<file path="config.mk">
export PLATFORM = sky130hd
export DESIGN_NAME = pc_redirect_ctrl
export DESIGN_NICKNAME = d
export VERILOG_FILES = /design/src/rtl/pc_redirect_ctrl_pkg.sv /design/src/rtl/pc_redirect_ctrl.sv
export SDC_FILE = /design/constraint.sdc
export NUM_CORES = 1
export LEC_CHECK = 0
export CAP_MARGIN = 25
export CORE_MARGIN = 8
export CORE_UTILIZATION = 30
export DETAILED_ROUTE_END_ITERATION = 10
export PLACE_DENSITY = 0.66
export SYNTH_ARGS = -nofsm -noshare
export SYNTH_HDL_FRONTEND = slang
export SYNTH_SLANG_ARGS = --single-unit
</file>
<file path="constraint.sdc">
create_clock -name clk -period 2.8 [get_ports clk]
set_input_delay 0.42 -clock clk [delete_from_list [all_inputs] [get_ports clk]]
set_output_delay 0.42 -clock clk [all_outputs]
set_load 0.01 [all_outputs]
</file>
<file path="src/rtl/pc_redirect_ctrl_pkg.sv">
`default_nettype none
// ============================================================================
//  Module   : pc_redirect_ctrl_pkg
//  Purpose  : Shared core defines for the fetch-PC redirect controller:
//             FSM state codes and the instruction width constant.
//  Revision : 1.0  initial release
// ============================================================================
package pc_redirect_ctrl_pkg;

    // Fetch-control FSM state encoding, shared with the core.
    typedef enum logic [1:0] {
        ST_RUN   = 2'd0,
        ST_FLUSH = 2'd1,
        ST_HALT  = 2'd2
    } pc_state_t;

    // Width of one instruction in bytes: the sequential PC increment.
    localparam logic [31:0] c_instr_bytes = 32'd4;

    // A redirect target is legal only when it is word aligned.
    function automatic logic is_word_aligned(input logic [31:0] addr);
        return (addr[1:0] == 2'b00);
    endfunction

endpackage : pc_redirect_ctrl_pkg
`default_nettype wire

</file>
<file path="src/rtl/pc_redirect_ctrl.sv">
`default_nettype none
// ============================================================================
//  Module   : pc_redirect_ctrl
//  Purpose  : Fetch PC generator. Advances the PC on accepted fetches,
//             redirects to jump/branch targets with a fixed-length flush
//             window, and halts permanently on a misaligned target.
//  Revision : 1.0  initial release
// ============================================================================
module pc_redirect_ctrl
    import pc_redirect_ctrl_pkg::*;
#(
    parameter logic [31:0] RESET_PC     = 32'h0000_0000,
    parameter int          FLUSH_CYCLES = 2              // legal range 1..7
) (
    input  logic        clk,
    input  logic        reset,
    input  logic        imem_ready,
    input  logic        jb_enable,
    input  logic [31:0] jb_target_pc,
    output logic [31:0] pc,
    output logic        fetch_valid,
    output logic        flush,
    output logic        misalign_err,
    output logic [31:0] misalign_addr,
    output logic [15:0] redirect_count
);

    // The flush counter counts down to zero, so FLUSH spans FLUSH_CYCLES cycles.
    localparam logic [2:0] c_flush_load = 3'(FLUSH_CYCLES - 1);

    pc_state_t   state_q,          state_d;
    logic [2:0]  flush_cnt_q,      flush_cnt_d;
    logic [31:0] pc_q,             pc_d;
    logic        fetch_valid_q,    fetch_valid_d;
    logic        flush_q,          flush_d;
    logic        misalign_err_q,   misalign_err_d;
    logic [31:0] misalign_addr_q,  misalign_addr_d;
    logic [15:0] redirect_count_q, redirect_count_d;

    // Next-state logic: redirect beats sequential increment; FLUSH and HALT
    // ignore jb_enable because it belongs to an instruction being killed.
    always_comb begin
        state_d          = state_q;
        flush_cnt_d      = flush_cnt_q;
        pc_d             = pc_q;
        misalign_err_d   = misalign_err_q;
        misalign_addr_d  = misalign_addr_q;
        redirect_count_d = redirect_count_q;

        unique case (state_q)
            ST_RUN: begin
                if (jb_enable) begin
                    if (is_word_aligned(jb_target_pc)) begin
                        pc_d             = jb_target_pc;
                        redirect_count_d = redirect_count_q + 16'd1;
                        flush_cnt_d      = c_flush_load;
                        state_d          = ST_FLUSH;
                    end else begin
                        misalign_err_d   = 1'b1;
                        misalign_addr_d  = jb_target_pc;
                        state_d          = ST_HALT;
                    end
                end else if (imem_ready) begin
                    pc_d = pc_q + c_instr_bytes;
                end
            end
            ST_FLUSH: begin
                if (flush_cnt_q == 3'd0) begin
                    state_d = ST_RUN;
                end else begin
                    flush_cnt_d = flush_cnt_q - 3'd1;
                end
            end
            ST_HALT: begin
                state_d = ST_HALT;
            end
            default: begin
                state_d = ST_HALT;
            end
        endcase

        // Outputs are registered from the next state so they line up with it.
        fetch_valid_d = (state_d == ST_RUN);
        flush_d       = (state_d != ST_RUN);
    end

    // State and output registers; reset overrides everything, even HALT.
    always_ff @(posedge clk) begin
        if (reset) begin
            state_q          <= ST_RUN;
            flush_cnt_q      <= 3'd0;
            pc_q             <= RESET_PC;
            fetch_valid_q    <= 1'b1;
            flush_q          <= 1'b0;
            misalign_err_q   <= 1'b0;
            misalign_addr_q  <= 32'h0000_0000;
            redirect_count_q <= 16'h0000;
        end else begin
            state_q          <= state_d;
            flush_cnt_q      <= flush_cnt_d;
            pc_q             <= pc_d;
            fetch_valid_q    <= fetch_valid_d;
            flush_q          <= flush_d;
            misalign_err_q   <= misalign_err_d;
            misalign_addr_q  <= misalign_addr_d;
            redirect_count_q <= redirect_count_d;
        end
    end

    assign pc             = pc_q;
    assign fetch_valid    = fetch_valid_q;
    assign flush          = flush_q;
    assign misalign_err   = misalign_err_q;
    assign misalign_addr  = misalign_addr_q;
    assign redirect_count = redirect_count_q;

endmodule : pc_redirect_ctrl
`default_nettype wire

</file>
# Yosys cells after proc, flatten, opt, wreduce, memory -nomap -nowiden
# Cells that the tools add are included.
[classes]
muxes = 11
n_reduce_logical = 11
bitwise_logic = 1
add_sub_neg = 3
n_eq_ne = 5
[op_table]
columns = ["op", "n"]
rows = [
  ["$mux 32", 3],
  ["$add 32x3->32 const B", 1],
  ["$add 16x1->16 const B", 1],
  ["$mux 3", 3],
  ["$reduce_and 3->1", 3],
  ["$logic_not 2->1", 3],
  ["$mux 2", 3],
  ["$ne 2x2->1 const B", 3],
  ["$pmux 3 s2", 1],
  ["$reduce_bool 2->1", 3],
  ["$pmux 2 s2", 1],
  ["$reduce_and 4->1", 1],
  ["$logic_not 3->1", 1],
  ["$sub 3x1->3 const B", 1],
  ["$eq 2x1->1 const B", 1],
  ["$ne 2x1->1 const B", 1],
  ["$not 1->1", 1],
]
[word_totals]
ff_bits = 88
word_cells = 39
output_inout_bits = 83

# Longest topological paths before layout
# Gate-level depths: netlist of the first run.
[logic_depth]
depth_word = 5
ltp_mapped = 8
depth_no_buf = 7

# Worst setup path after synthesis of the first run
# Ideal clock, no wire load.
[synth_timing]
path_kind = "input-to-reg"
from = "input port jb_enable"
to = "register redirect_count_q[11], in the netlist redirect_count[11]"
path_stages = 5
arrival_time_ps = 1930
setup_slack_ps = 800
path_buffers = 1
cell_sequence = "or3b_4 or4_4 buf_6 or3_1 a21oi_1"
[synth_between]
elab_chain_cells = 1
[synth_rtl]
columns = ["element", "line", "source"]
rows = [
  ["start: declaration", "pc_redirect_ctrl.sv:18", "input logic jb_enable,"],
  ["$reduce_and 3->1 (no line)", "n/a", ""],
  ["end signal: assignment", "pc_redirect_ctrl.sv:106", "redirect_count_q <= redirect_count_d;"],
  ["end: declaration", "pc_redirect_ctrl.sv:38", "logic [15:0] redirect_count_q, redirect_count_d;"],
]
# No other way between the ends.
# A chain may end at the register's enable or synchronous reset.

# Worst setup path in the final report of the first run
[layout_timing]
from = "register pc_q[2], in the netlist pc[2]"
to = "register pc_q[28], in the netlist pc[28]"
[layout_between]
elab_chain_cells = 3
[layout_rtl]
columns = ["element", "line", "source"]
rows = [
  ["start: declaration", "pc_redirect_ctrl.sv:33", "logic [31:0] pc_q, pc_d;"],
  ["start signal: assignment", "pc_redirect_ctrl.sv:101", "pc_q <= pc_d;"],
  ["$add 32x3->32", "pc_redirect_ctrl.sv:64", "pc_d = pc_q + c_instr_bytes;"],
  ["$mux 32", "pc_redirect_ctrl.sv:63", "end else if (imem_ready) begin"],
  ["$mux 32", "pc_redirect_ctrl.sv:52", "if (jb_enable) begin"],
]
# No other way between the ends. The select of a mux whose other input is x is not followed.

==> impl_metrics.yaml, run 1 <==
place:
  io_buffers: 118
  hpwlAfterDp_um: 9822
  gp_congestion: 0.8148
  preCtsSetupSlack_ps: 366.8
global_routing:
  grt_pass1_vias: 4140
  grt_use_total: 0.1519
  grt_max_degree: 90
  grt_antenna_before_repair: 0
  grt_first_pass_wirelength_um: 21640
  grt.overflow.total: 0
logic_synthesis:
  synth_xor_area_frac: 0.02777
  synth_fa_ha_area_frac: 0.01221
  async_flop_share: 0
  ys_types: 59
  syn_avg_cell_area_um2: 7.870
  seq_area_frac_synth: 0.4297
  synthCells: 521
  synth_mux_area_frac: 0.004883
  synth_simple_gate_area_frac: 0.2768
  synth_top_family_by_area: "simple AND/OR/NAND/NOR gates"
  ys_ff_latch: 88
  synthFlopType: "dfxtp_1"
  synth.cell_area_um2: 4100
  yosysTopAreaCell: "dfxtp_1"
  synth_top_area_share: 0.4297
  synthesis.nets: 561
  synth_area_leaders: "dfxtp_1 (43%), nand2_1 (9.1%), a21oi_1 (7.0%)"
  synth-edff-count: 0
  yosys_warnings: 0
  synth_compound_area_frac: 0.2005
sta:
  hold_ws_ps: 452.2
  min_period_ps: 2259
  tns_ps: 0
  rsz0062_at_grt: "false"
  drv_slew: 0
  worst_pin_slew_ps: 931.1
  slew_headroom: 0.3793
  fin_skew_ps: 8.077
  finalHoldViolCount: 0
  max_freq_ghz: 0.4426
  setup_violations: 0
  setup_slack_ps: 540.9
  fin_crit_sh: 0.8068
layout:
  areaGrowthSynthToFinish_pct: 40.28
  final_common_cell: "clkdlybuf4s50_1"
  drive_gt1_frac: 0.05845
  final_cell_mix: "clkdlybuf4s50_1 (116), nand2_1 (99), dfxtp_1 (88)"
  nNetsFinal: 668
  n_antenna_cell: 0
  fill_cells: 1321
critical_path:
  required_ps: 3070
  crit_top_cell: "nand3_1"
  cp_max_fo: 9
  slowest_delay_ps: 520
  worstPathArrival_ps: 2530
  cp-start-kind: "register"
  cpMaxStageDelayCell: "or4_1"
  end_kind: "register"
  path_cells: "ha_1 -> nand3_1 -> nor3_1 -> nand3_1 -> or4_1 -> a31oi_1"
  critPathKind: "register to register"
drt:
  drt_iter0_markers: 311
  vias_per_cell: 5.222
  dr.pass1.iters: 5
  routed_wl_um: 13560
  ant_nets: 0
  vias: 4225
  detail_route.wl_per_cell_um: 16.76
  remaining_drc_errors: 0
power_and_ir_drop:
  seqPwrFrac: 0.450
  power.switching_uw: 823.4
  combPwrFrac: 0.152
  ir_drop_mv: 0.3524
  swShare: 0.2686
  p_int_mw: 2.242
  power_frac_clock: 0.398
  fin_total_pwr_mw: 3.066
  p_leak_nw: 1.945
  powerDensity_nw_per_um2: 533.0
hold_path:
  worstHoldPathType: "register to register"
clocking:
  cts_tree: "built"
  hold_buffers: 0
  clk_pin_slew_ps: 70
  clock_sinks: 88
  numCtsBuffers: 9
  cts-root-buf: "clkbuf_16"
  cts.htree.levels: 3
  ctsResizeCount: 0
  cts_buffer_depth: 2
  clk_latency_ps: 350
  cts_setup_buffers: 0
floorplanning:
  initial_utilization: 0.3084
  std_cell_rows: 42
  chipWidth_um: 132.9
  ios: 119
  dieHeight_um: 132.9
  dieArea_um2: 17660
  core_area_um2: 13300
run_status:
  status: "complete, no violations"
job:
  maxCapViolCount: 0
## cells by family after synthesis
| family | after synthesis |
|---|---|
| mux | 2 |
| fa+ha+maj | 4 |
| flops | 88 |
| xor+xnor | 13 |
| buf+inv | 43 |
| compound gates | 134 |
| simple gates | 237 |
## metal layers
metal	routed length [um]	GRT usage
met5	0	0
met4	422	0.06372
met3	1230	0.06851
met2	6382	0.2450
met1	5523	0.1700
## worst paths after layout
path                                       start                             end  slack (ps)  depth (start not counted)
setup / recovery              pc[2]$_SDFFE_PP0P_             pc[28]$_SDFFE_PP0P_         540                          6
hold / removal    misalign_addr[26]$_SDFFE_PP0P_  misalign_addr[26]$_SDFFE_PP0P_         450                          2
setup reg to reg              pc[2]$_SDFFE_PP0P_             pc[28]$_SDFFE_PP0P_         540                          6
hold reg to reg   misalign_addr[26]$_SDFFE_PP0P_  misalign_addr[26]$_SDFFE_PP0P_         450                          2
## final cells by class
class                           instances  area [um2]  area share
Clock buffer                           10       229.0     0.03981
Sequential cell                        88        1762      0.3063
Clock inverter                          6       68.82     0.01196
Tap cell                              176       220.2     0.03829
Timing Repair Buffer                  129        1291      0.2245
Multi-Input combinational cell        390        2143      0.3726
Inverter                               10       37.54    0.006526
## power by group through the flow
stage / logic [mW] / clock network, mW / registers, mW
floorplan: 0.193 / 0 / 1.42
global placement: 0.463 / 0 / 1.40
detailed placement: 0.471 / 0 / 1.41
CTS: 0.473 / 1.26 / 1.38
global route: 0.511 / 1.32 / 1.39
finish: 0.467 / 1.22 / 1.38
## cells in the mapped netlist (3+ instances only)
library cell  count
xnor2_1           6
clkbuf_1         24
o21ai_0          22
nand2_1          99
a311oi_1          3
nor2_1           48
or3_1             4
and3_1           13
nand4_1          13
nor2b_1           3
ha_1              4
nor3_1            8
and4_1            3
a21oi_1          57
nor3_2            3
nor4_1            4
nand3_1          17
or4_1             5
a2111oi_0         3
o22ai_1           3
buf_2             3
a22o_1            3
inv_1            10
nand2b_1          3
a31oi_1           9
o211ai_1          5
dfxtp_1          88
a211oi_1          5
a22oi_1           4
o32ai_1           3
nor3b_1           5
xor2_1            7
## critical path, delay by kind of cell (launching register included)
family,cells,cell delay (ps)
adders and majority gates,1,270
DFF,1,500
and+or+nand+nor,4,1210
AOI/OAI and AO/OA,1,180
## sequential cells by signal, indices dropped and copies added, names as in the netlist
register and flops:
misalign_err 1, flush_cnt_q 3, misalign_addr 32, redirect_count 16, fetch_valid 1, flush 1, state_q 2, pc 32
## through the flow
step,util,instances,area (um2)
2_1_floorplan,-,521,4100
3_3_place_gp,0.4102,793,5454
3_5_place_dp,0.4102,793,5454
4_1_cts,0.4326,809,5752
5_1_grt,0.4326,809,5752
6_report,0.4326,809,5752
Power figures use the tool's default switching activity.
==> run 2, diff against run 1 <==
Settings changed: PLACE_DENSITY 0.66 to 0.68.
Clock period 2.8 ns to 2 ns, I/O delays scaled along.
==> impl_metrics.yaml, run 2 (synthesis gave the netlist of run 1 again) <==
run_status:
  status: "complete, no violations"
critical_path:
  r2r_cells: 4
  crit_end: "redirect_count[7]$_SDFFE_PP0P_"
  end_kind: "register"
  regToRegSetupSlack_ps: 80
  timing.rr.end: "redirect_count[7]$_SDFFE_PP0P_"
  required_ps: 2280
  cp_max_fo: 8
  cp-start-kind: "register"
  worstPathArrival_ps: 2200
  critPathKind: "register to register"
  r2r-start: "state_q[0]$_SDFF_PP0_"
  crit_start: "state_q[0]$_SDFF_PP0_"
layout:
  areaGrowthSynthToFinish_pct: 49.59
  n_antenna_cell: 0
  drive_gt1_frac: 0.1257
  finalInstanceArea_um2: 6133
  final_cell_mix: "clkdlybuf4s50_1 (116), nand2_1 (99), dfxtp_1 (87)"
  final_common_cell: "clkdlybuf4s50_1"
  nNetsFinal: 711
floorplanning:
  core_area_um2: 13300
  dieHeight_um: 132.9
  initial_utilization: 0.3084
  ios: 119
  chipWidth_um: 132.9
  std_cell_rows: 42
  dieArea_um2: 17660
sta:
  min_period_ps: 1916
  drv_slew: 0
  finalHoldViolCount: 0
  fin_crit_sh: 0.9580
  setup_violations: 0
  slew_headroom: 0.7061
  worst_pin_slew_ps: 439.9
  hold_ws_ps: 297.2
  fin_skew_ps: 10.14
  rsz0062_at_grt: "false"
  max_freq_ghz: 0.5219
clocking:
  cts_setup_buffers: 0
  cts.htree.levels: 3
  clock_sinks: 88
  hold_buffers: 0
  cts_buffer_depth: 2
  clk_pin_slew_ps: 70
  cts-root-buf: "clkbuf_16"
  clk_latency_ps: 360
  numCtsBuffers: 9
  cts_tree: "built"
drt:
  vias: 4447
  detail_route.wl_per_cell_um: 16.74
  dr.pass1.iters: 5
  drt_iter0_markers: 369
  vias_per_cell: 5.219
  routed_wl_um: 14260
  ant_nets: 0
  remaining_drc_errors: 0
place:
  hpwlAfterDp_um: 10490
  post_dp_cell_area_um2: 5789
  gp_congestion: 0.8434
  io_buffers: 118
job:
  maxCapViolCount: 0
global_routing:
  grt.overflow.total: 0
  grt_pass1_vias: 4439
  grt_antenna_before_repair: 0
  grt_max_degree: 90
  grt_use_total: 0.1605
  grt_first_pass_wirelength_um: 22850
power_and_ir_drop:
  ir_drop_mv: 0.3587
  powerDensity_nw_per_um2: 740.6
  p_leak_nw: 2.178
hold_path:
  worstHoldPathType: "primary input to register"
[run 2: worst min path at each step]
stage                              startpoint                             end  cells past startpoint  slack, ps
4_1_cts                                 reset             pc[24]$_SDFFE_PP0P_                      4        290
2_1_floorplan                jb_target_pc[10]  misalign_addr[10]$_SDFFE_PP0P_                      2        440
3_5_place_dp   misalign_addr[24]$_SDFFE_PP0P_  misalign_addr[24]$_SDFFE_PP0P_                      2        450
6_report                                reset             pc[24]$_SDFFE_PP0P_                      4        300
3_3_place_gp   misalign_addr[23]$_SDFFE_PP0P_  misalign_addr[23]$_SDFFE_PP0P_                      2        440
5_1_grt                                 reset             pc[24]$_SDFFE_PP0P_                      4        330
[run 2: critical path, cell delays in order (launching register included)]
cell and delay (ps):
dfxtp_1 330, or3b_4 400, or4_4 600, or3_1 370
a21oi_1 140
[run 2: layer usage]
| layer | wire length [um] | vias up | GRT usage |
|---|---|---|---|
| li1 | - | 2157 | - |
| met5 | 0 | - | 0 |
| met4 | 291 | 0 | 0.05741 |
| met2 | 6916 | 175 | 0.2736 |
| met1 | 5776 | 2092 | 0.1758 |
| met3 | 1279 | 23 | 0.06510 |
[run 2: timing repair]
| item | CTS | global route |
|---|---|---|
| hold endpoints to repair | 0 | 0 |
| setup endpoints to repair | 0 | 7 |
| gates resized for setup | 0 | 5 |
[run 2: cell type report]
class | instances | area, um2
repair buffers | 172 | 1627
inverters | 10 | 37.54
multi-input cells | 390 | 2157
clock inverters | 7 | 103.9
fillers | 1313 | 7162
flip-flops and latches | 88 | 1763
well taps | 176 | 220.2
clock buffers | 9 | 225.2
[run 2: power by group]
part           internal (mW)  switching, mW
clock network           1.11          0.775
logic                  0.379          0.371
registers               1.84         0.0677
[run 2: through the flow]
step | setup TNS, ps | power (mW) | instances | setup WS [ps] | utilization
final | 0 | 4.542 | 852 | 84.08 | 0.4613
after global routing | 0 | 4.730 | 852 | 1.060 | 0.4613
after CTS | 0 | 4.581 | 852 | 28.96 | 0.4602
after detailed placement | -2270 | 2.695 | 836 | -220.3 | 0.4354
after global placement | -1430 | 2.677 | 836 | -170.7 | 0.4354
after floorplan | 0 | 2.257 | 521 | 18.22 | -
==> run 3, diff against run 2 <==
--- a/constraint.sdc
+++ b/constraint.sdc
@@ -3,2 +3,2 @@
 set_output_delay 0.3 -clock clk [all_outputs]
-set_load 0.01 [all_outputs]
+set_load 0.1 [all_outputs]
==> impl_metrics.yaml, run 3 (synthesis gave the netlist of run 1 again) <==
run_status:
  status: "complete, no violations"
global_routing:
  grt_max_degree: 90
  grt_antenna_before_repair: 0
  grt.overflow.total: 0
  grt_use_total: 0.1601
  grt_first_pass_wirelength_um: 22850
  grt_pass1_vias: 4345
clocking:
  clk_pin_slew_ps: 60
  cts_buffer_depth: 2
  hold_buffers: 0
  cts.htree.levels: 3
  cts_tree: "built"
  clk_latency_ps: 350
  cts-root-buf: "clkbuf_16"
  numCtsBuffers: 9
  clock_sinks: 88
power_and_ir_drop:
  powerDensity_nw_per_um2: 837.0
  power.switching_mw: 1.741
  p_int_mw: 3.231
  fin_total_pwr_mw: 4.971
  ir_drop_mv: 0.5474
  p_leak_nw: 2.306
  swShare: 0.3502
  power_frac_clock: 0.365
  combPwrFrac: 0.248
  seqPwrFrac: 0.387
sta:
  rsz0062_at_grt: "false"
  fin_skew_ps: 6.536
  fin_crit_sh: 0.9349
  drv_slew: 0
  min_period_ps: 1870
  slew_headroom: 0.6604
  tns_ps: 0
  hold_ws_ps: 334.8
  worst_pin_slew_ps: 509.4
  max_freq_ghz: 0.5348
  setup_slack_ps: 130.3
  setup_violations: 0
  finalHoldViolCount: 0
drt:
  detail_route.wl_per_cell_um: 16.99
  vias_per_cell: 5.271
  ant_nets: 0
  vias: 4417
  dr.pass1.iters: 5
  routed_wl_um: 14240
  remaining_drc_errors: 0
  drt_iter0_markers: 259
critical_path:
  end_kind: "register"
  worstPathArrival_ps: 2070
  required_ps: 2200
  critPathKind: "register to register"
  cp-start-kind: "register"
  cp_max_fo: 9
job:
  maxCapViolCount: 0
place:
  hpwlAfterDp_um: 10650
  preCtsSetupSlack_ps: -257.4
  io_buffers: 118
  place_inst: 822
  gp_congestion: 0.9002
  post_dp_cell_area_um2: 5604
floorplanning:
  ios: 119
  core_area_um2: 13300
  chipWidth_um: 132.9
  initial_utilization: 0.3084
  dieArea_um2: 17660
  std_cell_rows: 42
  dieHeight_um: 132.9
layout:
  nNetsFinal: 697
  finalInstanceArea_um2: 5939
  drive_gt1_frac: 0.2870
  fill_cells: 1326
  final_common_cell: "buf_4"
  stdcell_count: 838
  n_antenna_cell: 0
  final_cell_mix: "buf_4 (119), nand2_1 (99), a21oi_1 (57)"
  areaGrowthSynthToFinish_pct: 44.86
  final_core_util: 0.4467
hold_path:
  worstHoldPathType: "primary input to register"
-- run 3: cell count changes in the layout (fill, tap and decap cells not counted), moves of 2 or more --
cell | previous run | this run
clkdlybuf4s50_1 | 116 | 33
buf_4 | 50 | 119
dfxtp_1 | 87 | 54
dfxtp_4 | 0 | 21
dfxtp_2 | 1 | 13
bufinv_16 | 2 | 0
clkbuf_16 | 9 | 11
clkbuf_8 | 0 | 2
clkinvlp_4 | 2 | 0
nor3_2 | 5 | 3
-- run 3: critical path, cell delays in order, from the launching register on --
cell	delay (ps)
dfxtp_4	420
ha_4	170
nand3_2	90
buf_4	180
nor3_4	170
buf_4	170
a311oi_1	90
a2111oi_0	430
-- run 3: area by class of cell --
type | instances | area (um2) | share of cell area
Multi-Input combinational cell | 390 | 2182 | 0.3674
Sequential cell | 88 | 1857 | 0.3126
Timing Repair Buffer | 158 | 1314 | 0.2212
Clock buffer | 13 | 302.8 | 0.05098
Tap cell | 176 | 220.2 | 0.03708
Inverter | 10 | 37.54 | 0.006320
Clock inverter | 3 | 26.28 | 0.004424
-- run 3: worst paths after layout --
check / start / cells after the start / slack (ps) / to
worst max-delay path: pc[2]$_SDFFE_PP0P_ / 7 / 130 / pc[22]$_SDFFE_PP0P_
worst min-delay path: reset / 4 / 330 / pc[24]$_SDFFE_PP0P_
worst max register to register: pc[2]$_SDFFE_PP0P_ / 7 / 130 / pc[22]$_SDFFE_PP0P_
worst min register to register: misalign_addr[11]$_SDFFE_PP0P_ / 2 / 460 / misalign_addr[11]$_SDFFE_PP0P_
-- run 3: what timing repair did --
item,in CTS,in global routing
setup endpoints to repair,0,8
gates resized for setup,0,2
setup buffers,0,0
-- run 3: power groups by stage --
stage | Sequential [mW] | Clock [mW] | Combinational [mW]
after floorplan | 2.54 | 0 | 0.273
after global placement | 1.96 | 0 | 1.23
after detailed placement | 1.96 | 0 | 1.24
after CTS | 1.92 | 1.87 | 1.24
after global routing | 1.94 | 1.94 | 1.30
final | 1.92 | 1.81 | 1.23
-- run 3: per-layer routing --
metal,track usage,vias to the layer above,routed length [um]
met2,0.2635,168,6746
met1,0.1855,2101,5819
met4,0.03785,0,200
li1,-,2131,-
met5,0,-,0
met3,0.07192,17,1473
==> RTL edit (settings of run 3) <==
Register the output `redirect_count` once more, with the module's reset; this adds one clock of latency there. The other outputs are not delayed to match.
--- a/src/rtl/pc_redirect_ctrl.sv
+++ b/src/rtl/pc_redirect_ctrl.sv
@@ -112,7 +112,13 @@
     assign flush          = flush_q;
     assign misalign_err   = misalign_err_q;
     assign misalign_addr  = misalign_addr_q;
-    assign redirect_count = redirect_count_q;
+    always_ff @(posedge clk) begin
+        if (reset) begin
+            redirect_count <= '0;
+        end else begin
+            redirect_count <= redirect_count_q;
+        end
+    end
 
 endmodule : pc_redirect_ctrl
 `default_nettype wire
Check against the original RTL: not equivalent (a bounded check fails within 4 cycles, from zero or initial values and one cycle with reset high).
==> RTL edit against run 3 <==
Design area rose by 7.4%; setup slack worse by 0.084 ns; synthesized cell count grew 8.4%; synthesized area increased by 12%; sequential cell count is 16 higher; via count up 3.3%; power is 7.5% higher; wire length grew 5.7%; highest routed layer unchanged.
==> RTL edit: results <==
metrics = {
    "logic_synthesis": {
        "synth.mux.area_fraction_pct": 1.560,
        "synth_compound_area_share_pct": 16.33,
        "syn_nets": 605,
        "ys_top_cells_by_count": "nand2_1 (109), dfxtp_1 (104), a21oi_1 (55), nor2_1 (44), clkbuf_1 (28)",
        "ys_seq_area_share_pct": 45.53,
        "synth_area_leaders": "dfxtp_1 (46%), nand2_1 (8.9%), a21oi_1 (6.0%)",
        "synthDistinctLibCells": 53,
        "synth_xor_area_share_pct": 3.064,
        "synthAdderAreaFrac_pct": 1.094,
    },
    "detailed_routing": {
        "drt_iter0_markers": 295,
        "drc": 0,
        "wirelength_um": 15050,
        "via_count": 4561,
    },
    "clock_tree": {
        "cts_root_buf": "clkbuf_16",
        "clkTransAtPathRegs_ns": 0.08,
        "clock_latency_ns": 0.37,
    },
    "global_routing": {
        "grt_pass1_wl_um": 23290,
        "grt_use_total_pct": 15.16,
        "first_global_vias": 4267,
        "grt_max_degree": 72,
    },
    "status": {
        "outcome": "completed",
    },
    "setup_path": {
        "worstReg2RegEnd": "pc[27]",
        "rrSetupSlack_ns": 0.05,
        "crit_path_top_delay_cell": "nor4_1",
        "crit_path_max_incr_delay_ns": 0.45,
        "cp_max_fo": 4,
        "arrival_ns": 2.17,
        "rr_startpoint": "pc[3]",
    },
    "placed_design": {
        "hpwl_um": 10950,
        "gp_congestion": 0.8935,
        "dp_slack_ns": -0.02547,
    },
    "finish": {
        "drive_gt1_share_pct": 25.46,
        "fin_nets": 738,
    },
    "pwr": {
        "peakVddDrop_uv": 555.6,
        "p_leak_nw": 2.530,
    },
    "worst_hold_path": {
        "hold_path_class": "input port to flip-flop",
        "whs_endpoint": "pc[31]",
        "hold_depth": 3,
    },
    "timing": {
        "worst_pin_slew_ns": 0.7459,
        "clock_skew_ns": 0.007162,
    },
}
## RTL edit: cell count changes after synthesis, sizes merged, moves of 4 or more
| cell | delta |
|---|---|
| nand3 | +6 |
| nand4 | +4 |
| nor2 | -4 |
| xor2 | +6 |
| mux2i | +4 |
| nand2 | +10 |
| nor4 | +5 |
| nor3b | -4 |
| dfxtp | +16 |
| nor2b | +16 |
| a32o | +5 |
## RTL edit: per-layer routing
metal  up-vias  wire length (um)  track usage, %
met5         -                 0               0
met4         0               354           5.661
met3        23              1253           5.917
met2       160              7073           24.55
met1      2114              6364           17.79
li1       2264                 -               -
## RTL edit: kinds of logic (layout without fill, tap and decap cells)
| group | Yosys count | count (layout) |
|---|---|---|
| DFF | 104 | 104 |
| and+or+nand+nor | 272 | 272 |
| buffers and inverters | 40 | 178 |
| adders and majority gates | 4 | 4 |
| muxes | 7 | 7 |
| AOI/OAI and AO/OA | 122 | 122 |
| xor gates and xnor gates | 16 | 16 |
## RTL edit: worst max-delay path by stage
stage          slack [ns]            start      to
3_3_place_gp        -0.02  jb_target_pc[0]  pc[25]
6_report             0.05            pc[3]  pc[27]
3_5_place_dp        -0.03  jb_target_pc[1]  pc[25]
4_1_cts              0.07            pc[2]  pc[26]
5_1_grt             -0.01            pc[2]  pc[26]
2_1_floorplan       0.009           pc[16]  pc[30]
## RTL edit: timing repair
item | 4_1_cts | 5_1_grt
resized for setup | 0 | 5
setup endpoints to repair | 0 | 2
setup buffers | 0 | 6
## RTL edit: report_power, final
part	internal [mW]	switching [mW]	leakage (nW)
sequential	2.16	0.100	0.861
clock	0.896	0.918	0.151
combinational	0.323	0.946	1.52
total	3.38	1.96	2.53
## RTL edit: critical path, delay by kind of cell, from the launching register on
family / cells / cell delay, ns
and+or+nand+nor: 3 / 0.90
AOI/OAI and AO/OA: 1 / 0.09
muxes: 1 / 0.16
DFF: 1 / 0.36
buffers and inverters: 2 / 0.30
## RTL edit: through the flow
| step | hold WS [ns] | total power, mW | setup TNS, ns | instance area (um^2) | std cells |
|---|---|---|---|---|---|
| floorplan | 0.4360 | 3.186 | 0 | 4657 | 565 |
| global placement | 0.4440 | 3.571 | -0.03954 | 6000 | 869 |
| detailed placement | 0.4470 | 3.576 | -0.05392 | 6000 | 869 |
| CTS | 0.3022 | 5.388 | 0 | 6309 | 885 |
| global route | 0.3164 | 5.535 | -0.02764 | 6381 | 891 |
| finish | 0.3052 | 5.346 | 0 | 6381 | 891 |
## RTL edit: final cells by class
cell class                      count  area, um^2
Inverter                            8       30.03
Clock inverter                      7       83.83
Multi-Input combinational cell    421        2394
Tap cell                          188       235.2
Sequential cell                   104        2140
Fill cell                        1498        8652
Clock buffer                        9       225.2
Timing Repair Buffer              154        1274
